$ cat src/rtl/fifo_wr_arbiter.sv
// Round-robin arbiter sharing one FIFO write port among NREQ producers, granting bursts of up to MAX_BURST words.
// Latency: req->gnt 1 cycle, first write in the grant cycle; fifo_wr_ready low stalls the owner indefinitely.
module fifo_wr_arbiter #(
  parameter int NREQ      = 4,
  parameter int DATA_W    = 8,
  parameter int MAX_BURST = 4
) (
  input  logic                   clk,
  input  logic                   reset,
  input  logic [NREQ-1:0]        req,
  input  logic [NREQ*DATA_W-1:0] req_data,
  output logic [NREQ-1:0]        ack,
  output logic [NREQ-1:0]        gnt,
  output logic                   fifo_wr_en,
  output logic [DATA_W-1:0]      fifo_wr_data,
  input  logic                   fifo_wr_ready,
  output logic                   busy
);

  localparam int PTR_W = $clog2(NREQ);
  localparam int CNT_W = $clog2(MAX_BURST) + 1;
  localparam logic [CNT_W-1:0] LAST_BEAT = CNT_W'(MAX_BURST - 1);

  typedef enum logic {S_IDLE = 1'b0, S_OWN = 1'b1} state_t;

  state_t           r_state, w_state_nxt;
  logic [NREQ-1:0]  r_gnt, w_gnt_nxt;
  logic [PTR_W-1:0] r_rr_ptr, w_rr_ptr_nxt;
  logic [CNT_W-1:0] r_beat_cnt, w_beat_cnt_nxt;

  logic [PTR_W-1:0]  w_owner;
  logic [PTR_W-1:0]  w_owner_inc;
  logic [DATA_W-1:0] w_owner_data;
  logic              w_owner_req;
  logic [PTR_W-1:0]  w_winner;
  logic              w_winner_vld;
  logic [PTR_W:0]    w_idx;
  logic              w_xfer;
  logic              w_release;

  always_comb begin
    w_owner      = '0;
    w_owner_data = '0;
    for (int i = 0; i < NREQ; i++) begin
      if (r_gnt[i]) begin
        w_owner      = PTR_W'(i);
        w_owner_data = req_data[i*DATA_W +: DATA_W];
      end
    end
  end

  assign w_owner_req = |(req & r_gnt);
  assign w_owner_inc = (w_owner == PTR_W'(NREQ - 1)) ? '0 : w_owner + PTR_W'(1);
  assign w_xfer      = (r_state == S_OWN) && w_owner_req && fifo_wr_ready;
  assign w_release   = (w_xfer && (r_beat_cnt == LAST_BEAT)) || !w_owner_req;

  // Scan from the highest offset down so the requester closest to r_rr_ptr wins.
  always_comb begin
    w_winner     = '0;
    w_winner_vld = 1'b0;
    w_idx        = '0;
    for (int k = NREQ - 1; k >= 0; k--) begin
      w_idx = {1'b0, r_rr_ptr} + (PTR_W+1)'(k);
      if (w_idx >= (PTR_W+1)'(NREQ)) w_idx = w_idx - (PTR_W+1)'(NREQ);
      if (req[w_idx[PTR_W-1:0]]) begin
        w_winner     = w_idx[PTR_W-1:0];
        w_winner_vld = 1'b1;
      end
    end
  end

  always_ff @(posedge clk or negedge reset) begin
    if (!reset) begin
      r_state    <= S_IDLE;
      r_gnt      <= '0;
      r_rr_ptr   <= '0;
      r_beat_cnt <= '0;
    end else begin
      r_state    <= w_state_nxt;
      r_gnt      <= w_gnt_nxt;
      r_rr_ptr   <= w_rr_ptr_nxt;
      r_beat_cnt <= w_beat_cnt_nxt;
    end
  end

  // Release always lands in IDLE, which forces the one-cycle bubble before the next grant.
  always_comb begin
    w_state_nxt    = r_state;
    w_gnt_nxt      = r_gnt;
    w_rr_ptr_nxt   = r_rr_ptr;
    w_beat_cnt_nxt = r_beat_cnt;
    case (r_state)
      S_IDLE: begin
        if (w_winner_vld) begin
          w_state_nxt    = S_OWN;
          w_gnt_nxt      = NREQ'(1) << w_winner;
          w_beat_cnt_nxt = '0;
        end
      end
      S_OWN: begin
        if (w_release) begin
          w_state_nxt    = S_IDLE;
          w_gnt_nxt      = '0;
          w_beat_cnt_nxt = '0;
          w_rr_ptr_nxt   = w_owner_inc;
        end else if (w_xfer) begin
          w_beat_cnt_nxt = r_beat_cnt + CNT_W'(1);
        end
      end
      default: begin
        w_state_nxt = S_IDLE;
        w_gnt_nxt   = '0;
      end
    endcase
  end

  always_comb begin
    gnt          = r_gnt;
    busy         = (r_state == S_OWN);
    fifo_wr_en   = w_xfer;
    fifo_wr_data = w_owner_data;
    ack          = w_xfer ? r_gnt : '0;
  end

endmodule

$ cat config.mk
export PLATFORM = sky130hd
export DESIGN_NAME = fifo_wr_arbiter
export DESIGN_NICKNAME = d
export VERILOG_FILES = /design/src/rtl/fifo_wr_arbiter.sv
export SDC_FILE = /design/constraint.sdc
export NUM_CORES = 1
export LEC_CHECK = 0
export ABC_AREA = 1
export BUFFER_PORTS_ARGS = -buffer_cell sky130_fd_sc_hd__buf_4
export CAP_MARGIN = 20
export CORE_ASPECT_RATIO = 0.6
export CORE_MARGIN = 8
export CORE_UTILIZATION = 43
export DETAILED_ROUTE_END_ITERATION = 8
export HOLD_SLACK_MARGIN = 0.08
export PLACE_DENSITY = 0.8
export SETUP_SLACK_MARGIN = 0.05
export SYNTH_ARGS = -nofsm -noshare
export SYNTH_HDL_FRONTEND = slang
export SYNTH_SLANG_ARGS = --single-unit
$ cat constraint.sdc
create_clock -name clk -period 2 [get_ports clk]
set_clock_uncertainty 0.15 [all_clocks]
set_input_delay 0.4 -clock clk [delete_from_list [all_inputs] [get_ports clk]]
set_output_delay 0.4 -clock clk [all_outputs]
set_load 0.01 [all_outputs]
* Yosys cells after proc, flatten, opt, wreduce, memory -nomap -nowiden
Cells that the tools add are included.
** Operators by class
- Reductions and logical operators :: 9
- $add $sub $neg :: 9
- Shifts and indexed selects :: 1
- Equality and inequality tests :: 5
- Order comparisons :: 8
- Bitwise operators :: 2
- Muxes and demuxes :: 39
** Operator list (number)
- 8-bit 2-to-1 mux :: 4
- 2-bit 2-to-1 mux :: 11
- 2-bit by 3-bit less-than comparator with 1-bit output, second input constant :: 4
- 4-bit 2-to-1 mux :: 3
- 1-bit 2-to-1 mux :: 11
- 3-bit >= comparator, second input constant :: 3
- 3-bit 2-to-1 mux :: 3
- 1-bit binary-select mux with 2-bit select :: 4
- 4-bit one-hot mux with 2 select lines :: 1
- 2-bit by 1-bit subtractor with 2-bit output, second input constant :: 4
- 2-bit by 2-bit adder with 3-bit output, second input constant :: 2
- 3-bit one-hot mux with 2 select lines :: 1
- 2-bit AND reduction :: 3
- 4-bit bitwise AND :: 1
- 4-bit OR reduction :: 1
- 1-bit by 2-bit << shifter with 4-bit output, first input constant :: 1
- 2-bit by 1-bit adder with 3-bit output, second input constant :: 1
- 3-bit by 1-bit adder with 3-bit output, second input constant :: 1
- 3-bit by 2-bit equality test with 1-bit output, second input constant :: 1
- 2-bit by 3-bit >= comparator with 1-bit output, second input constant :: 1
- 1-bit logical AND :: 3
- 3-bit by 1-bit inequality test with 1-bit output, second input constant :: 1
- 2-bit by 1-bit adder with 2-bit output, second input constant :: 1
- 2-bit equality test, second input constant :: 1
- 6 further kinds :: 6
** Storage, ports and cells
- Register bits after elaboration :: 10
- Word-level logic and storage cells :: 77
- Output and inout bits :: 18

* Longest topological paths before layout
- Depth after elaboration :: 12
- Mapped depth :: 12

* Worst setup path after synthesis
Ideal clock, no wire load.
- Path type :: register to output
- Start point :: register r_gnt[2], in the netlist gnt[2]
- End point :: output ack[0]
- Path slack :: 259 ps
- Required time :: 1450 ps
- Cell stages (with the launch flop) :: 7
- Data arrival time :: 1191 ps
- Path buffers :: 0
- Cell sequence :: dfrtp_1 > nand2_1 > nand4_1 > nand2_1 > nor2_1 > inv_1 > nor2_1
** Between the ends
- Word-level cells in the longest chain between the ends :: 5
** Ends and longest elaborated chain
- start, declared :: line 27 : logic [NREQ-1:0] r_gnt, w_gnt_nxt;
- start signal, assigned :: line 80 : r_gnt <= w_gnt_nxt;
- 4-bit bitwise AND :: line 52 : assign w_owner_req = |(req & r_gnt);
- 4-bit OR reduction :: line 52
- 1-bit logical AND (2 in a row) :: line 54 : assign w_xfer = (r_state == S_OWN) && w_owner_req && fifo_wr_ready;
- via fifo_wr_en :: line 14 : output logic fifo_wr_en,
- 4-bit 2-to-1 mux :: line 122 : ack = w_xfer ? r_gnt : '0;
- end, declared :: line 12 : output logic [NREQ-1:0] ack,
The timed path passes the listed nets, and every way through them passes these cells.

* Worst setup path in the final report
- Start point :: register r_gnt[2], in the netlist gnt[2]
- End point :: output fifo_wr_data[0]
** Between the ends
- Word-level cells in the longest chain between the ends :: 2
** Ends and longest elaborated chain
- 8-bit 2-to-1 mux (2 in a row) :: line 45 : if (r_gnt[i]) begin
- end, declared :: line 15 : output logic [DATA_W-1:0] fifo_wr_data,
Every way passes these cells.

==> metrics.md <==
| Metric | Value |
|---|---|
| Status | finished clean |
| CP required | roughly 1.5 ns |
| Minimum clock period | 1.99 ns |
| Kind of critical path | flip-flop to output pin |
| Remaining DRCs | 0 |
| Share of post-route cells with drive strength above 1 | between 40% and 50% |
| Period Utilization, post-route | approximately 99% |
| Final Routed Wirelength | between 4000 and 5000 µm |
| Sequential area share after synthesis | between 20% and 30% |
| Maxcap violations | 0 |
| Final Max Slew Viols | 0 |
| First-pass GRT wire length | approximately 6000 µm |
| Reg2Reg Depth | 7 |
| Die W | roughly 78 µm |
| Total number of vias | between 1000 and 1500 |
| Critical path peak fanout | 7 |
| Final #Nets | 277 |
| Worst-Margin Slew | roughly 0.46 ns |
| I/O Pins | 57 |
| Net Count, Synth | around 200 |
| VDD IR max | ~0.00090 V |
| Filler instances | about 160 |
| Die H | about 53 µm |
| HP Class | flip-flop to flip-flop |
| Routed wire per std cell | 16.0 µm |
| Static Leakage | approximately 0.87 nW |
| Crit Reg-Reg Startpoint | r_rr_ptr[0] |
| Critical path depth | 7 |
| Post-route insts no fill | 264 |
| DP Cell Count | 250 |
| Routability cong. | 0.837 |
| Synth Cell Area | about 1000 µm² |
| Syn avg cell area | 6.09 µm² |
| Crit-path cells | inv_2 > nand2_4 > nor2_4 > buf_6 > nand2_1 > a31oi_1 > buf_4 |
| Finish-stage setup viols | 0 |
| IO Port Bufs | 56 |
| Routed Antenna Nets | 0 |
| Initial antenna violation count | 0 |
| Clock tree buffer depth | 2 |
| GRT Residual Overflow | 0 |
| CTS buffer count | 3 |
| RSZ-0062 raised after global routing | yes |
| Initial Util | between 40 and 50% |
| Fmax | roughly 500 MHz |
| Yosys cell types | 23 |
| Rows | 13 |
| N_diodes | 0 |
| Flop2flop setup slack | between 0.1 and 0.15 ns |
| Crit path max-delay cell type | dfrtp_2 |
| DRT Pass-1 Iters | 5 |
| Via/cell ratio | approximately 5.3 |
| Synth Warn # | 0 |
| Clock slew at reported path FFs | approximately 0.050 ns |
| GRT Resource Usage Total | 18.1% |
| Dpl ws | 0.191 ns |
| Vias in the first global route | 1264 |
| CP Buf/Inv Count | 3 |
| Worst setup SP type | flip-flop |
| Initial DRC Count | 170 |
| CP Capture Point | fifo_wr_data[0] |
| Pin count of the biggest net entering global routing | 11 |
| Area grow syn2layout | 69.3% |
| #FFs+latches synth | 10 |
| Slowest cell delay on critical path | around 0.45 ns |
| Hold Fails Final Rpt | 0 |
| FF+latch area | 251 µm² |
| Reg2reg end | gnt[0] |
| Post-DP HPWL | between 3000 and 4000 µm |
| PnR worst setup slack | 0.0113 ns |
| Relative slew slack | a little under 70% |
| Number of cells produced by synthesis | 161 |
| Tot Pwr | around 2.1 mW |
| Worst skew pair latency | about 0.24 ns |
| Multi-input combinational cell area | a little under 700 µm² |
| Core Area | roughly 2200 µm² |
| Worst setup EP type | output pin |
| Crit path max-delay family | flip-flops |
| CTS tree | built |
| CP Data Arrival Time | 1.44 ns |
| Pwr dens | between 1000 and 1500 nW/µm² |
| Worst Setup SP | gnt[2] |
| CTS Sinks | 10 |
| Die ar. | about 4000 µm² |
| H-tree levels | 1 |
| Root buf cell | clkbuf_8 |
## cells in the final DEF (no fill, tap or decap), types with 2 or more instances in the layout
master	count
o21ai_1	5
buf_4	69
nor2_2	3
o21ai_0	2
nand2_1	49
nand4_1	6
a31oi_1	7
ha_1	2
nand3_1	10
nand2_2	14
clkbuf_8	3
nor2_1	15
nor2_4	2
inv_1	10
nand2_4	3
a21oi_1	8
buf_6	2
inv_2	5
dfrtp_1	9
## metal layers
layer  GRT usage [%]  vias to the layer above  share of wire [%]
met4            4.04                        0                2.2
met5               0                        -                  0
met2            30.6                       74                 50
met3            6.08                       12                8.4
met1            22.0                      633                 39
li1                -                      674                  -
## through the flow
stage	util, %	area [µm²]	TNS (ns)	hold slack (ns)
final	76.7	1660	0	0.338
after floorplan	-	980	0	-0.0456
after detailed placement	67.6	1460	0	0.0893
after global placement	67.6	1460	0	0.0831
after global routing	76.7	1660	-0.335	0.349
after CTS	71.8	1550	0	0.334
## synth_stat cells
master | n | area (µm²)
o21ai_2 | 1 | 8.76
a31oi_1 | 8 | 50.1
dfrtp_1 | 10 | 250
a21oi_1 | 8 | 40.0
o21ai_1 | 5 | 25.0
inv_1 | 13 | 48.8
nand2_2 | 8 | 50.1
nand4_2 | 1 | 12.5
nor2_2 | 2 | 12.5
clkinv_1 | 1 | 3.75
buf_6 | 1 | 11.3
o31ai_2 | 1 | 12.5
buf_2 | 2 | 10.0
nand2_4 | 2 | 22.5
nand4_1 | 6 | 37.5
inv_6 | 1 | 8.76
ha_1 | 2 | 25.0
clkinv_2 | 1 | 5.00
nor2_1 | 18 | 67.6
nand3_1 | 10 | 50.1
nand2_1 | 56 | 210
o21ai_0 | 2 | 10.0
inv_2 | 2 | 7.51
## state kept, by name, summed over array words and instances, names as in the netlist
register    count
busy            1
gnt             4
r_beat_cnt      3
r_rr_ptr        2
## worst min-delay path by stage
| stage | start | end | cells after the start |
|---|---|---|---|
| 3_3_place_gp | reset | r_rr_ptr[0] | 1 |
| 6_report | r_beat_cnt[0] | r_beat_cnt[0] | 1 |
| 4_1_cts | r_beat_cnt[0] | r_beat_cnt[0] | 1 |
| 2_1_floorplan | reset | busy | 0 |
| 3_5_place_dp | reset | r_rr_ptr[0] | 1 |
| 5_1_grt | r_beat_cnt[0] | r_beat_cnt[0] | 1 |
## final cells by class
cell class / instances / share of cell area, %
multi-input cells: 130 / 41.0
repair buffers: 73 / 34.4
flip-flops and latches: 10 / 15.2
inverters: 18 / 4.68
clock buffers: 3 / 2.49
well taps: 30 / 2.26
## where the power goes
group / switching (mW) / internal (mW) / total (mW)
clock: 0.0768 / 0.132 / 0.208
combinational: 0.886 / 0.658 / 1.54
sequential: 0.118 / 0.267 / 0.385
## timing repair
| item | 4_1_cts | 5_1_grt |
|---|---|---|
| endpoints found under the hold margin | 10 | 0 |
| setup buffers | 5 | 5 |
| hold buffers | 1 | 0 |
| gates resized for setup | 4 | 17 |
| pin swaps | 1 | 7 |
| gates cloned | 0 | 0 |
| setup endpoints to repair | 12 | 12 |
## kinds of logic (layout without fill, tap and decap cells)
logic type | Yosys count | after routing | synth area share (%)
simple gates | 103 | 103 | 47.3
buf+inv | 21 | 94 | 9.71
flops | 10 | 10 | 25.5
compound gates | 25 | 25 | 14.9
fa+ha+maj | 2 | 2 | 2.55
Note: power is estimated with default switching activity, not from simulation.
